**config.mk**
```make
export PLATFORM = sky130hd
export DESIGN_NAME = lif_array
export DESIGN_NICKNAME = d
export VERILOG_FILES = /design/src/rtl/lif_array.sv
export SDC_FILE = /design/constraint.sdc
export NUM_CORES = 1
export LEC_CHECK = 0
export CAP_MARGIN = 20
export CORE_ASPECT_RATIO = 0.6
export CORE_UTILIZATION = 50
export CTS_BUF_LIST = sky130_fd_sc_hd__clkbuf_16
export CTS_CLUSTER_DIAMETER = 120
export DETAILED_ROUTE_END_ITERATION = 10
export PLACE_DENSITY = 0.83
export SYNTH_ARGS = -nofsm -noshare
export SYNTH_HDL_FRONTEND = slang
export SYNTH_SLANG_ARGS = --single-unit
export TNS_END_PERCENT = 30
```
**constraint.sdc**
```tcl
create_clock -name clk -period 5.7 [get_ports clk]
set_input_delay 1.425 -clock clk [delete_from_list [all_inputs] [get_ports clk]]
set_output_delay 1.425 -clock clk [all_outputs]
set_load 0.1 [all_outputs]
```
**src/rtl/lif_array.sv**
```systemverilog
// ============================================================================
// Module   : lif_array
// Brief    : N independent leaky integrate-and-fire neurons with refractory
//            period and a saturating global spike counter.
// Revision : 1.0 - initial release
// ============================================================================
`default_nettype none

module lif_array #(
    parameter int N          = 4,
    parameter int WIDTH      = 8,
    parameter int LEAK_SHIFT = 1,
    parameter int REFRACT    = 2
) (
    input  logic                 clk,
    input  logic                 rst_n,
    input  logic                 ena,
    input  logic [N*WIDTH-1:0]   current,
    input  logic [WIDTH-1:0]     threshold,
    input  logic                 cnt_clr,
    output logic [N-1:0]         spike,
    output logic [N*WIDTH-1:0]   state,
    output logic [15:0]          spike_total
);

    localparam int             C_RW      = (REFRACT < 1) ? 1 : $clog2(REFRACT + 1);
    localparam logic [C_RW-1:0] C_REFRACT = C_RW'(REFRACT);
    localparam logic [C_RW-1:0] C_ONE     = C_RW'(1);

    logic [N-1:0] w_fire;
    logic [16:0]  w_pop;
    logic [16:0]  w_tot_sum;
    logic [15:0]  w_tot_sat;
    logic [15:0]  r_total;

    generate
        for (genvar g = 0; g < N; g++) begin : g_neuron
            logic [WIDTH-1:0] r_state;
            logic [C_RW-1:0]  r_ref;
            logic             r_spike;
            logic [WIDTH-1:0] w_cur;
            logic [WIDTH-1:0] w_leak;
            logic [WIDTH:0]   w_sum;
            logic [WIDTH-1:0] w_sat;

            assign w_cur  = current[g*WIDTH +: WIDTH];
            assign w_leak = r_state >> LEAK_SHIFT;
            // leak never exceeds state, so the subtraction cannot wrap
            assign w_sum  = {1'b0, r_state} - {1'b0, w_leak} + {1'b0, w_cur};
            assign w_sat  = w_sum[WIDTH] ? {WIDTH{1'b1}} : w_sum[WIDTH-1:0];
            assign w_fire[g] = ena && (r_ref == '0) && (w_sat >= threshold);

            always_ff @(posedge clk or negedge rst_n) begin
                if (!rst_n) begin
                    r_state <= '0;
                    r_ref   <= '0;
                    r_spike <= 1'b0;
                end else begin
                    r_spike <= w_fire[g];
                    if (ena) begin
                        if (r_ref != '0) begin
                            r_state <= '0;
                            r_ref   <= r_ref - C_ONE;
                        end else if (w_fire[g]) begin
                            r_state <= '0;
                            r_ref   <= C_REFRACT;
                        end else begin
                            r_state <= w_sat;
                        end
                    end
                end
            end

            assign state[g*WIDTH +: WIDTH] = r_state;
            assign spike[g]                = r_spike;
        end
    endgenerate

    always_comb begin
        w_pop = '0;
        for (int i = 0; i < N; i++) begin
            w_pop = w_pop + {16'd0, w_fire[i]};
        end
    end

    assign w_tot_sum = {1'b0, r_total} + w_pop;
    assign w_tot_sat = w_tot_sum[16] ? 16'hFFFF : w_tot_sum[15:0];

    always_ff @(posedge clk or negedge rst_n) begin
        if (!rst_n) begin
            r_total <= '0;
        end else if (cnt_clr) begin
            r_total <= '0;
        end else if (ena) begin
            r_total <= w_tot_sat;
        end
    end

    assign spike_total = r_total;

endmodule

`default_nettype wire

```
; ---- Word-level counts from Yosys, hierarchy flattened
; Index checks and enable logic that the tools add are counted.
; Widths: inputs -> output; s select.
[totals]
ff_bits = 60
latch_bits = 0
ram_bits = 0
mem_bits_ro = 0
in_bits = 44
out_inout_bits = 52
elab_cells = 81
n_memories = 0
[op_classes]
addsub = 16
multipliers = 0
n_div = 0
order_cmp = 4
n_eq_ne = 0
n_shift = 0
muxes = 23
bitwise = 0
n_reduce_logical = 25
[ops]
columns = cell, n
row1 = $mux 8, 12
row2 = $mux 16, 3
row3 = $add 9x8->9, 4
row4 = $sub 8x7->9, 4
row5 = $ge 8x8->1, 4
row6 = $reduce_bool 2->1, 9
row7 = $add 16x4->17, 1
row8 = $mux 2, 8
row9 = $logic_and 1x1->1, 8
row10 = $logic_not 2->1, 4
row11 = $reduce_and 2->1, 4
row12 = $sub 2x1->2 const B, 4
row13 = $add 3x1->4, 1
row14 = $add 2x1->3, 1
row15 = $add 1x1->2, 1

; ---- Depth between registers and ports, before layout
; Gate-level depths: netlist of run 1.
[logic_depth]
depth_word = 12
depth_mapped = 28
ltp_nobuf = 26

; ---- Worst setup path after synthesis of run 1
; OpenSTA, ideal clock, no wires.
[synth_path]
path_kind = input to register
start = input port current[1]
end = register r_total[11], in the netlist spike_total[11]
setup_time_ns = 0.081
arrival_ns = 6.483
t_required_ns = 5.619
setup_slack_ns = -0.864
stages = 25
path_buffers = 2
cell_sequence = inv_1 > fa_1 > fa_1 > nand2b_1 > a211oi_1 > mux2i_1 > nor2_1 > nand2_1 > ha_1 > a21oi_1 > o21ai_0 > a21oi_1 > nor2_1 > fa_1 > inv_1 > fa_1 > inv_1 > fa_1 > and3_1 > buf_4 > nand2_1 > or3_4 > buf_6 > and3_1 > nor3_2
[synth_between]
elab_chain_len = 11
[synth_lines]
columns = item, line
row1 = start: declaration, 18  ; input logic [N*WIDTH-1:0] current,
row2 = $add 9x8->9, 49  ; assign w_sum = {1'b0, r_state} - {1'b0, w_leak} + {1'b0, w_cur};
row3 = $mux 8, 50  ; assign w_sat = w_sum[WIDTH] ? {WIDTH{1'b1}} : w_sum[WIDTH-1:0];
row4 = $ge 8x8->1, 51  ; assign w_fire[g] = ena && (r_ref == '0) && (w_sat >= threshold);
row5 = $logic_and 1x1->1, 51
row6 = net w_fire[0], 30  ; logic [N-1:0] w_fire;
row7 = $add 1x1->2, 82  ; w_pop = w_pop + {16'd0, w_fire[i]};
row8 = $add 2x1->3, 82
row9 = $add 3x1->4, 82
row10 = $add 16x4->17, 86  ; assign w_tot_sum = {1'b0, r_total} + w_pop;
row11 = $mux 16, 87  ; assign w_tot_sat = w_tot_sum[16] ? 16'hFFFF : w_tot_sum[15:0];
row12 = $mux 16, 94  ; end else if (ena) begin
row13 = $mux 16, 92  ; end else if (cnt_clr) begin
row14 = end signal: assignment, 95  ; r_total <= w_tot_sat;
row15 = end: declaration, 34  ; logic [15:0] r_total;
; The timed path passes the listed nets, and every way through them passes these cells. The select of a mux whose other input is x is not followed.
; A chain may end at the register's enable or synchronous reset.

; ---- Worst setup path after layout of run 1
[layout_path]
start = input port current[17]
end = register r_total[7], in the netlist spike_total[7]
[layout_between]
elab_chain_len = 10
[layout_lines]
columns = item, line
row1 = $add 9x8->9, 49
row2 = $mux 8, 50
row3 = $ge 8x8->1, 51
row4 = $logic_and 1x1->1, 51
row5 = net w_fire[2], 30
row6 = $add 2x1->3, 82
row7 = $add 3x1->4, 82
row8 = $add 16x4->17, 86
row9 = $mux 16, 87
row10 = $mux 16, 94
row11 = $mux 16, 92
; The timed path passes the listed nets, and every way through them passes these cells. The select of a mux whose other input is x is not followed.

==> out/qor.yml, run 1 <==
status: "complete, but fails checks"
violations: "negative setup slack"
final_area_um2: 9670
ys_types: 50
clkLatencyLatePin_ps: 370
path_clk_slew_ps: 60
drt-total-wl_um: 27500
drive_gt1_share_pct: 38.0
r2r-end: "spike_total[7]"
cts-root-buf: "clkbuf_16"
cp-start-kind: "input port"
worst_pin_slew_ps: 1010
synth-edff-count: 0
grt-ovfl-total: 0
post-place-ws_ps: -1510
numCtsBuffers: 9
rr_startpoint: "g_neuron[2].r_state[1]"
die_y_um: 86.7
area_growth_pct: 61.6
num_rows: 30
gp_congestion: 0.920
wl_per_cell_um: 24.3
ys_ff_latch: 60
fillCellCount: 558
antenna_left: 0
reg2reg_setup_slack_ps: -680
die_w_um: 143
synth_nets: 850
yosysSeqAreaShare_pct: 25.1
diodes: 0
clock_path_buffers: 2
synth.largest_area_cell: "dfrtp_1"
grt_max_degree: 61
fin_nets: 1125
criticalPathCategory: "in -> reg"
drt-pass1-iter-count: 5
cp-end-kind: "flip-flop"
core_region_area_um2: 11500
cts_sinks: 60
critPathRequiredTime_ps: 5970
start_util_pct: 52.1
grt_pass1_wl_um: 35900
clock.fmax_mhz: 146
synth-main-ff-cell: "dfrtp_1"
layout_commonest_cell: "buf_4"
ios: 96
antenna_found_initial: 0
drc: 0
htree_levels: 3
fin_crit_ps: 6840
die_area_um2: 12400
cp_max_fo: 8
endpoint: "spike_total[7]"
dr_total_vias: 7278
synth_top_area_share_pct: 25.1
r2r_cells: 24
post-route-period-util_pct: 120
whs_ps: 510
crit_start: "current[17]"
yosysWarnings: 0
syn_area_per_cell_um2: 8.62
port_buffers: 95
maxSlewViolCount: 0
rsz0062_at_grt: "true"
synth-async-reset-ratio_pct: 100
setup_violations: 24
skew_ps: 9.50
hold_viol_final: 0
cap_violations: 0
grt_usage_pct: 38.6
final_cell_mix: "buf_4, inv_1, clkdlybuf4s50_1"
slew_headroom_pct: 32.5
drt-initial-drc-count: 760
yosys-top-cells-area: "dfrtp_1, ha_1, fa_1"
worst_slack_ps: -1140
netlist_area_um2: 5980
grt_pass1_vias: 7118
place_area_um2: 7910
synthCells: 694
cts_tree: "done"
vias_per_cell: 6.42
hold_class: "reg -> reg"
hold_buffers: 0
worst_ep_arrival_time_ps: 7120
dp_hpwl_um: 13400
## flip-flops by register name, indices dropped and copies added (netlist names)
signal / cells
g_neuron.r_state: 32
spike_total: 16
g_neuron.r_ref: 8
g_neuron.r_spike: 4
## how the worst min path moves through the flow
stage / startpoint / to / slack, ps / cells past startpoint
floorplan: g_neuron[0].r_ref[0] / g_neuron[0].r_ref[0] / 480 / 1
global placement: g_neuron[1].r_ref[0] / g_neuron[1].r_ref[0] / 490 / 1
detailed placement: spike_total[6] / spike_total[6] / 490 / 1
CTS: spike_total[6] / spike_total[6] / 500 / 1
global route: spike_total[6] / spike_total[6] / 540 / 1
finish: spike_total[6] / spike_total[6] / 510 / 1
## Yosys cell counts, types with 2 or more instances
cell      number
mux2_2         4
clkbuf_1       7
or3_4          2
o22ai_1        6
buf_4          6
xnor2_1        3
a211o_1       10
nand2_1       49
dfrtp_1       60
xor2_1        19
a311oi_1       2
inv_1        144
a31oi_1        8
nor2b_1        5
and2_1         3
o21a_1         3
ha_1          81
nand4b_1       4
or2_2          3
nor3_1        17
nand3_1       10
a22o_1         3
mux2i_1        9
nor3b_1        4
a21o_1         7
a21oi_1       47
nor2_1        36
o21ai_0       37
and3_2         2
o221ai_1      21
and3_1         3
or3_1          3
a211oi_1      16
fa_1          31
nand2b_1       5
o21bai_1      10
## final cells by class
class	instances	area (µm²)	area share (%)
Multi-Input combinational cell	475	4770	49.3
Clock inverter	6	56.3	0.582
Sequential cell	60	1500	15.5
Inverter	145	552	5.71
Clock buffer	9	225	2.33
Timing Repair Buffer	278	2360	24.4
Tap cell	160	200	2.07
## worst max-delay path, cell delays in order
cell      delay, ps
buf_6            70
inv_2            30
fa_1            560
inv_2            80
fa_2            460
a211oi_4        370
nor3_4          110
mux2i_4         250
nor2_4          250
nand2_2         110
ha_1            280
nor2_1          220
o21ai_2         110
a21oi_2         260
nor2_2           90
fa_1            540
inv_2            50
fa_2            370
inv_2            80
fa_2            210
and3_4          190
nand2_2          60
or3_4           470
a211o_1         330
a21oi_2         120
## logic make-up (layout without fill, tap and decap cells)
group / after synthesis / after routing / share of synthesized area (%)
compound gates: 176 / 176 / 19.1
buf+inv: 159 / 438 / 10.5
simple gates: 152 / 152 / 12.5
fa+ha+maj: 112 / 112 / 27.3
flops: 60 / 60 / 25.1
xor+xnor: 22 / 22 / 3.22
mux: 13 / 13 / 2.26
## stage by stage
step	utilization, %	std cells	setup TNS [ps]
6_report	84.2	1133	-22850
5_1_grt	84.2	1133	-23580
4_1_cts	78.4	1112	-12530
3_5_place_dp	68.9	1035	-22190
3_3_place_gp	68.9	1035	-18840
2_1_floorplan	-	694	-7760
## layer usage
layer	wire length, µm	vias up	GRT usage [%]
li1	-	2928	-
met1	9590	3398	45.3
met2	12200	696	62.7
met3	3320	256	10.1
met4	2430	0	26.9
met5	0	-	0
## timing repair
action,4_1_cts,5_1_grt
endpoints found under the setup margin,16,29
resized for setup,104,112
pin swaps,77,80
hold endpoints to repair,0,0
buffers inserted,62,21
Power of run 1 is left out: the tool's default activity adds up to more than one toggle a clock period on the data nets, which glitch-free logic cannot reach.
==> run 2: changes to the inputs <==
--- a/config.mk
+++ b/config.mk
@@ -6,12 +6,15 @@
 export NUM_CORES = 1
 export LEC_CHECK = 0
 export CAP_MARGIN = 20
+export CELL_PAD_IN_SITES_DETAIL_PLACEMENT = 1
+export CELL_PAD_IN_SITES_GLOBAL_PLACEMENT = 1
 export CORE_ASPECT_RATIO = 0.6
-export CORE_UTILIZATION = 50
+export CORE_UTILIZATION = 38
 export CTS_BUF_LIST = sky130_fd_sc_hd__clkbuf_16
 export CTS_CLUSTER_DIAMETER = 120
 export DETAILED_ROUTE_END_ITERATION = 10
-export PLACE_DENSITY = 0.83
+export MAX_ROUTING_LAYER = met4
+export PLACE_DENSITY = 0.84
 export SYNTH_ARGS = -nofsm -noshare
 export SYNTH_HDL_FRONTEND = slang
 export SYNTH_SLANG_ARGS = --single-unit
==> run 2 against run 1 <==
  * The flow still finishes with violations (negative setup slack)
  * Fmax up 2.1%
  * Hold slack improved by 69 ps
  * Die area is 31% higher
  * Utilization is 17 points lower
  * Worst setup slack improved by 140 ps
  * Global-route usage is 0.20 points lower
  * First-iteration DRC count decreased by 7.0%
  * Critical path type unchanged
  * Critical endpoint is now spike_total[11]
  * Highest routed layer unchanged
==> out/qor.yml, run 2 (synthesis results as in run 1) <==
antenna_left: 0
cap_violations: 0
core_region_area_um2: 15400
grt-ovfl-total: 0
layout_commonest_cell: "buf_4"
maxSlewViolCount: 0
rr_startpoint: "g_neuron[2].r_state[1]"
num_rows: 35
worst_slack_ps: -1000
final_cells: 1207
rsz0062_at_grt: "true"
hold_buffers: 0
reg2reg_setup_slack_ps: -420
slew_headroom_pct: 30.1
wl_per_cell_um: 29.9
cp-end-kind: "flip-flop"
start_util_pct: 38.9
fin_crit_ps: 6700
area_growth_pct: 73.6
drive_gt1_share_pct: 46.7
worst_ep_arrival_time_ps: 6960
port_buffers: 95
worstHoldPathCells: 1
clock.fmax_mhz: 149
post-route-util_pct: 67.6
numCtsBuffers: 9
grt_pass1_wl_um: 45400
vias_per_cell: 6.24
violations: "negative setup slack"
post-place-ws_ps: -1590
fillCellCount: 1684
final_cell_mix: "buf_4, inv_1, clkdlybuf4s50_1"
path_clk_slew_ps: 60
cpMostUsedCell: "inv_2"
post-route-period-util_pct: 118
cts_sinks: 60
cp_top_family: "adder cells"
clkLatencyLatePin_ps: 360
dr_total_vias: 7530
fin_nets: 1154
top_register: "g_neuron.r_state"
cp-start-kind: "input port"
worstHoldEndpoint: "g_neuron[3].r_ref[0]"
drt-initial-drc-count: 707
cpMaxStageDelayCell: "fa_1"
final_area_um2: 10400
critPathRequiredTime_ps: 5960
die_area_um2: 16300
hold_viol_final: 0
htree_levels: 3
grt_max_degree: 32
grt_usage_pct: 38.4
ios: 96
grt_pass1_vias: 7882
max_stage_delay_ps: 600
cp.depth: 27
cts-root-buf: "clkbuf_16"
dp_hpwl_um: 15300
status: "complete, but fails checks"
crit_buf_inv: 7
place_area_um2: 8030
setup_violations: 28
cp_max_fo: 7
gp_congestion: 0.889
clock_path_buffers: 2
hold_class: "reg -> reg"
criticalPathCategory: "in -> reg"
min_from: "g_neuron[3].r_ref[0]"
drc: 0
die_y_um: 99.2
drt-total-wl_um: 36100
largest_reg_flops: 32
skew_ps: 10.4
antenna_found_initial: 1
die_w_um: 164
r2r-end: "spike_total[11]"
cts_tree: "done"
r2r_cells: 25
dpl.cell_count: 1087
drt-pass1-iter-count: 5
worst_pin_slew_ps: 1050
-- run 2: cell types whose count changed in the layout (fill, tap and decap cells not counted), sizes merged, moves of 2 or more --
cell           before  now
clkdlybuf4s50      80   77
clkinvlp            1    3
buf               187  216
clkbuf             10   13
-- run 2: per-layer routing --
metal  part of all wire [%]  track usage, %  wire length (µm)
met1                     39            45.0             14000
met2                     46            62.7             16600
met3                    8.6            7.13              3090
met4                    6.6            21.2              2380
met5                      0               -                 0
-- run 2: per-stage QoR --
stage	TNS [ps]	hold slack, ps
2_1_floorplan	-7760	481
3_3_place_gp	-19160	493
3_5_place_dp	-23110	508
4_1_cts	-8780	523
5_1_grt	-21340	576
6_report	-20280	579
-- run 2: final cells by class --
type                            instances  area (µm²)  share of cell area [%]
Sequential cell                        60        1500                    14.5
Clock inverter                          7        67.6                   0.650
Multi-Input combinational cell        475        5210                    50.2
Tap cell                              203         254                    2.44
Antenna cell                            1        2.50                  0.0241
Inverter                              145         554                    5.34
Timing Repair Buffer                  307        2570                    24.8
Clock buffer                            9         225                    2.17
-- run 2: worst reg2reg max path, cell delays in order (launching register included) --
cell	delay (ps)
dfrtp_1	420
inv_1	120
fa_1	580
inv_2	70
fa_2	410
a211oi_4	330
nor3_4	100
mux2i_4	260
nor2_4	310
nand2_2	150
ha_4	260
nor2_2	140
nor3_2	70
a21oi_2	170
nor2_2	90
fa_1	600
inv_2	50
fa_2	370
inv_2	80
fa_2	210
and3_4	210
nand2_2	60
or3_4	480
buf_4	180
and3_4	170
nor3_2	140
-- run 2: worst max path at each step --
stage                     start              end
CTS                  current[1]   spike_total[7]
floorplan            current[1]   spike_total[3]
finish              current[22]  spike_total[11]
detailed placement   current[1]   spike_total[7]
global route        current[17]  spike_total[11]
global placement     current[1]   spike_total[7]
-- run 2: timing repair --
action,CTS,global route
gates cloned,0,0
resized for setup,181,133
endpoints found under the setup margin,16,31
pin swaps,122,82
setup buffers,78,26
Power of run 2 is left out for the same reason.
